<file path="src/rtl/serial_pattern_tx.sv">
// Serial word transmitter: shifts a WIDTH-bit word out MSB-first on x, counts
// 0->1 transitions for scoreboarding, and inserts an idle gap between words.
//
// state | meaning
// IDLE  | ready=1, waiting for load
// SHIFT | emitting word bits on x, x_valid=1
// GAP   | idle gap after a word, x=0, ready=0
module serial_pattern_tx #(
    parameter int WIDTH      = 14,
    parameter int GAP_CYCLES = 2,
    parameter int CNT_W      = 4
) (
    input  logic             clk,
    input  logic             rst,
    input  logic             load,
    input  logic [WIDTH-1:0] data,
    output logic             ready,
    output logic             x,
    output logic             x_valid,
    output logic             done,
    output logic [CNT_W-1:0] cnt01
);

    localparam int CTR_MAX = (WIDTH > GAP_CYCLES) ? WIDTH : GAP_CYCLES;
    localparam int CTR_W   = $clog2(CTR_MAX + 1);
    localparam logic [CTR_W-1:0] LAST_IDX = CTR_W'(WIDTH - 1);
    localparam logic [CTR_W-1:0] GAP_LAST = (GAP_CYCLES > 0) ? CTR_W'(GAP_CYCLES - 1) : '0;

    typedef enum logic [1:0] {IDLE, SHIFT, GAP} state_t;

    state_t           state, state_nxt;
    logic [WIDTH-1:0] shreg;
    logic [CTR_W-1:0] bit_ctr;
    logic             accept;
    logic             last_bit;

    assign ready = (state == IDLE);

    always_ff @(posedge clk) begin
        if (rst) state <= IDLE;
        else     state <= state_nxt;
    end

    // bit_ctr is a down-counter reused for the word length and then the gap length
    always_comb begin
        state_nxt = state;
        accept    = 1'b0;
        last_bit  = 1'b0;
        case (state)
            IDLE: begin
                if (load) begin
                    accept    = 1'b1;
                    state_nxt = SHIFT;
                end
            end
            SHIFT: begin
                if (bit_ctr == '0) begin
                    last_bit  = 1'b1;
                    state_nxt = (GAP_CYCLES > 0) ? GAP : IDLE;
                end
            end
            GAP: begin
                if (bit_ctr == '0) state_nxt = IDLE;
            end
            default: state_nxt = IDLE;
        endcase
    end

    always_ff @(posedge clk) begin
        if (rst) begin
            x       <= 1'b0;
            x_valid <= 1'b0;
            done    <= 1'b0;
            cnt01   <= '0;
            shreg   <= '0;
            bit_ctr <= '0;
        end else begin
            done <= last_bit;
            if (accept) begin
                x       <= data[WIDTH-1];
                x_valid <= 1'b1;
                shreg   <= {data[WIDTH-2:0], 1'b0};
                bit_ctr <= LAST_IDX;
                cnt01   <= '0;
            end else if (last_bit) begin
                x       <= 1'b0;
                x_valid <= 1'b0;
                bit_ctr <= GAP_LAST;
            end else if (state == SHIFT) begin
                x       <= shreg[WIDTH-1];
                shreg   <= {shreg[WIDTH-2:0], 1'b0};
                bit_ctr <= bit_ctr - 1'b1;
                // x still holds the previous bit, so this detects a 0->1 pair
                if (!x && shreg[WIDTH-1] && (cnt01 != '1))
                    cnt01 <= cnt01 + 1'b1;
            end else if (state == GAP) begin
                bit_ctr <= bit_ctr - 1'b1;
            end
        end
    end

endmodule

</file>
<file path="config.mk">
export PLATFORM = sky130hd
export DESIGN_NAME = serial_pattern_tx
export DESIGN_NICKNAME = d
export VERILOG_FILES = /design/src/rtl/serial_pattern_tx.sv
export SDC_FILE = /design/constraint.sdc
export NUM_CORES = 1
export LEC_CHECK = 0
export ABC_AREA = 1
export BUFFER_PORTS_ARGS = -buffer_cell sky130_fd_sc_hd__buf_2
export CORE_AREA = 4 4 59 61
export DETAILED_ROUTE_END_ITERATION = 6
export DIE_AREA = 0 0 63 65
export PLACE_DENSITY = 0.72
export SLEW_MARGIN = 25
export SYNTH_ARGS = -nofsm -noshare
export SYNTH_HDL_FRONTEND = slang
export SYNTH_SLANG_ARGS = --single-unit
export TNS_END_PERCENT = 50
</file>
<file path="constraint.sdc">
create_clock -name clk -period 1.3 [get_ports clk]
set_input_delay 0.13 -clock clk [delete_from_list [all_inputs] [get_ports clk]]
set_output_delay 0.13 -clock clk [all_outputs]
set_load 0.1 [all_outputs]
</file>
**Yosys cells after proc, flatten, opt, wreduce, memory -nomap -nowiden**

Cells that the tools add are included.

- Register bits: 26
- Output and inout bits: 8
- Input bits: 17
- Word-level logic and storage cells: 53

- Mux-type cells: 20
- Eq/ne operators: 7
- Bitwise gates (word level): 1
- Reduce and logical (&&, ||, !) cells: 15
- Add/subtract/negate cells: 2

Operator list:

| kind | count |
|---|---|
| 14-bit two-way mux | 3 |
| 4-bit two-way mux | 4 |
| 1-bit two-way mux | 9 |
| 2-bit != test, second input constant | 4 |
| 2-bit two-way mux | 3 |
| 2-bit case mux with 3 select lines | 1 |
| 3-bit AND reduction | 2 |
| 2-bit nonzero test | 3 |
| 4-bit by 1-bit adder with 4-bit output, second input constant | 1 |
| 4-bit zero test | 1 |
| 4-bit != test, second input constant | 1 |
| 4-bit nonzero test | 1 |
| 4-bit by 1-bit subtractor with 4-bit output, second input constant | 1 |
| 3-bit nonzero test | 1 |
| 3-bit OR reduction | 1 |
| 2-bit by 1-bit == test with 1-bit output, second input constant | 1 |
| 2-bit == test, second input constant | 1 |
| 1-bit logical AND | 2 |
| 2-bit zero test | 1 |
| 2-bit AND reduction | 1 |
| 2-bit OR reduction | 1 |
| 1-bit zero test | 1 |
| 1-bit inverter | 1 |

**Logic depth before layout (Yosys ltp)**

- Word-level depth: 5
- Mapped depth: 9
- Depth with buffers taken out: 9

**Worst setup path before layout**

No wires, ideal clock.

- Path type: flip-flop to flip-flop
- From: reg state[0]
- To: reg shreg[10]
- Period minus slack after synthesis: 2,195 ps
- Library setup time: 67 ps
- Path slack: -895 ps
- Stages on the path, launching flop included: 10
- Arrival: 2,128 ps
- Data required time: 1,233 ps
- Buffers on the path: 1
- Cells stage by stage: dfxtp_1 inv_1 ha_1 nand2_1 inv_1 buf_4 nand2_1 nand2_1 nand2_1 a21oi_2

- Longest elaborated chain between the ends: 4
- Elaborated cells between the ends (all ways): 8
- Classes of those cells: eq/ne (2); mux (3); reduce/logical (3)

RTL lines:

| element | line | text |
|---|---|---|
| start: declaration | 31 | `state_t state, state_nxt;` |
| start signal: assignment | 41 | `else state <= state_nxt;` |
| 2-bit zero test (*) | n/a |  |
| via ready | 17 | `output logic ready,` |
| 1-bit two-way mux (*) | 49 | `case (state)` |
| 2-bit != test (no source line) / 2-bit nonzero test (equally long branches) | n/a |  |
| 2-bit AND reduction (no source line) | n/a |  |
| end signal: assignment | 82 | `shreg <= {data[WIDTH-2:0], 1'b0};` |
| end signal: assignment | 91 | `shreg <= {shreg[WIDTH-2:0], 1'b0};` |
| end: declaration | 32 | `logic [WIDTH-1:0] shreg;` |

Mark *: on every way through the listed nets, which the timed path passes. The rest lies on a longest branch.
A chain may end at the register's enable or synchronous reset.

**Worst setup path in the final report**

- From: reg state[0]
- To: out ready

- Longest elaborated chain between the ends: 1

RTL lines:

| element | line | text |
|---|---|---|
| 2-bit zero test | 37 | `assign ready = (state == IDLE);` |
| end: declaration | 17 |  |

Every way passes these cells.

==> summary.txt <==
Global route
  – Vias in the first global route: 1,264
  – Initial antenna violation count: 0
  – GR peak layer: met2
  – Largest net degree at the start of global routing: 14
  – GR Util met1: 20.32%
  – GR Util met2: 28.33%
  – First-pass GRT wire length: 5430 um
  – Global Route Usage Sum: 16.34%
  – Total global routing overflow: 0
  – GRT met3 Usage: 3.986%

Floorplan
  – Placeable Area: 2978 um2
  – Horiz. Die Dim: 63 um
  – Io pins: 25
  – Initial core utilization: 46.76%
  – Die Ht: 65 um
  – Die Footprint: 4095 um2
  – FP Rows: 20

Clock network
  – Total CTS buffers: 3
  – Clk sinks: 26
  – Max Buffers Root-to-Sink: 2
  – Clock Pin Slew Worst Setup and Hold Paths: 0.15 ns
  – H-tree levels: 1
  – Clock root cell: clkbuf_4
  – CTS tree: done
  – Clock insertion delay at the later pin of the skew report: 0.33 ns

STA
  – Skew final: 0.01493 ns
  – Unrepaired setup endpoints after global routing: true
  – Final setup viols: 5
  – Slew headroom: 67.87%
  – Max-slew violation count: 0
  – Post-layout min period: 1.371 ns
  – Endpoints failing hold: 0
  – Worst Tran Pin Value: 0.4853 ns
  – Setup WS post-layout: -0.07150 ns
  – Max Clock Freq: 729.1 MHz
  – Fin crit share: 105.5%

Finish
  – Antenna Cells: 0
  – Share of cells above drive strength 1: 50.43%
  – Layout Nets: 259
  – Layout Cells excl Fill: 267
  – Final Instance Area: 1982 um2
  – Area grow syn2layout: 42.32%

Setup path
  – Arrival time worst endpoint: 1.24 ns
  – CP startpoint kind: register
  – Crit-path cells: inv_4 > ha_4 > buf_6 > buf_12
  – Worst r2r path cells: 9
  – Worst r2r src: state[0]$_SDFFE_PP0P_
  – Crit-path max FO: 3
  – Critical path required time: 1.17 ns
  – CP max-delay cell: dfxtp_4
  – Slack of the worst reg-to-reg path: -0.01 ns
  – FF-to-FF End: shreg[7]$_SDFFE_PP0P_
  – Kind of critical path: reg -> out
  – Critical path endpoint category: output pin
  – Max incr delay on CP: 0.41 ns

Drt
  – ANT nets after route: 0
  – Vias: 1,334
  – WL/cell: 13.13 um
  – Initial drt markers: 21
  – DR vias/cell: 4.996
  – First-pass DRT Iterations: 4
  – DRC: 0
  – WL final: 3506 um

Power
  – Leak: 0.8961 nW
  – Worst vdd ir: 1081 uV
  – P per Cell Area: 2328 nW/um2

Placed design
  – Cell area after placement: 1678 um2
  – RePlAce Congestion: 0.8445
  – # port buffers: 24
  – Post-place setup slack: -0.07613 ns
  – HPWL reported at the end of detailed placement: 2322 um
  – Placed insts: 259

Logic synthesis
  – Post-synthesis cell type count: 26
  – Sequential cell area fraction in the yosys report: 37.38%
  – Seq cells post-synth: 26
  – Synth top area share: 37.38%
  – Synthesized instance count: 194
  – Synth top area cells: dfxtp_1 37%, nand2_1 20%, a21oi_2 5.7%
  – Yosys warning total: 0
  – Syn nets: 217
  – Synthesized cell area: 1393 um2
  – Yosys top cell by area: dfxtp_1
  – Post-synthesis area per instance: 7.178 um2

Hold path
  – Worst Hold Class: in -> reg
  – Hold path depth: 3
  – Hold Crit Start: data[0]
  – Worst Hold End: shreg[1]$_SDFFE_PP0P_

Run status
  – Failing checks: negative setup slack
  – Status: finished with violations

Flow run
  – Max_cap viols: 0
[stage by stage]
step            TNS, ns  hold slack [ns]  total power [mW]  util [%]
6_report       -0.09106          0.04767             4.614     66.55
5_1_grt         -0.8469          0.04457             4.963     66.55
4_1_cts        -0.06194          0.04900             4.063     58.87
3_5_place_dp    -0.3820           0.4006             3.557     56.34
3_3_place_gp   -0.04324           0.3952             3.497     56.34
2_1_floorplan    -1.005           0.2885             3.030         -
[cell usage after synthesis]
cell and count:
buf_12 1, nor2_4 1, a21oi_1 8, buf_2 3, xnor2_1 1, o21ai_0 6, nand2_1 73, inv_4 1
nor2_2 1, nand3_2 1, nor2_1 13, clkbuf_1 1, nand2_4 2, nand3b_1 1, ha_1 6, inv_1 13
nand4_1 2, a21boi_0 1, nand2_2 10, dfxtp_1 26, and3_1 1, buf_4 2, nand3_1 9, o211ai_1 1
a21oi_2 9, xor2_1 1
[layout make-up]
class / instances / area (um2)
flip-flops and latches: 26 / 539.3
multi-input cells: 147 / 938.4
inverters: 14 / 77.57
clock buffers: 3 / 22.52
repair buffers: 44 / 362.8
fillers: 257 / 996.0
well taps: 33 / 41.29
[how the worst max path moves through the flow]
stage	startpoint	endpoint	slack, ns	cells after the start
floorplan	state[1]$_SDFFE_PP0P_	bit_ctr[0]$_SDFFE_PP0P_	-0.07	8
global route	state[0]$_SDFFE_PP0P_	ready	-0.10	4
detailed placement	state[1]$_SDFFE_PP0P_	bit_ctr[3]$_SDFFE_PP0P_	-0.08	9
finish	state[0]$_SDFFE_PP0P_	ready	-0.07	4
CTS	state[0]$_SDFFE_PP0P_	ready	-0.02	4
global placement	state[1]$_SDFFE_PP0P_	bit_ctr[3]$_SDFFE_PP0P_	-0.03	9
[what timing repair did]
item                                    CTS  global route
gates cloned                              0             2
endpoints found under the setup margin   22            28
setup buffers                             2             1
pin swaps                                 4            24
hold buffers                              0             0
resized for setup                        12            52
[state kept, by name (all words and copies together) (netlist names)]
signal	flops
shreg	13
bit_ctr	4
cnt01	4
state	2
done	1
x	1
x_valid	1
[logic make-up after synthesis]
| family | after synthesis | synth area share (%) |
|---|---|---|
| AO/OA/AOI/OAI | 25 | 11.77 |
| XOR/XNOR | 2 | 1.258 |
| adder cells (fa/ha/maj) | 6 | 5.391 |
| buffers and inverters | 21 | 7.816 |
| flip-flops | 26 | 37.38 |
| AND/OR/NAND/NOR | 114 | 36.39 |
[report_power, final]
part           internal [mW]  total (mW)  switching, mW
clock                  0.109       0.352          0.243
sequential              1.02        1.18          0.168
combinational           1.29        3.08           1.79
[metal layers]
layer	part of all wire, %	routed length [um]
met1	43	1512
met2	51	1797
met3	3.7	130
met4	1.9	66
met5	0	0
[layout by cell type (no fill, tap or decap), types with 3 or more instances in the layout]
| cell | count |
|---|---|
| buf_6 | 4 |
| a21oi_1 | 5 |
| inv_2 | 3 |
| buf_4 | 12 |
| nand3_2 | 3 |
| nand2_4 | 5 |
| dfxtp_4 | 3 |
| buf_2 | 20 |
| nand2_1 | 55 |
| nand3_1 | 6 |
| inv_1 | 7 |
| ha_4 | 3 |
| dfxtp_2 | 6 |
| dfxtp_1 | 17 |
| nand2_2 | 23 |
| o21ai_0 | 3 |
| nor2_1 | 12 |
| clkbuf_4 | 6 |
| a21oi_2 | 12 |
[worst max-delay path: cells and delay by family, from the launching register on]
kind       cells  cell delay (ns)
fa+ha+maj      1             0.17
buf+inv        3             0.32
flops          1             0.41
Note: power is estimated with default switching activity, not from simulation.
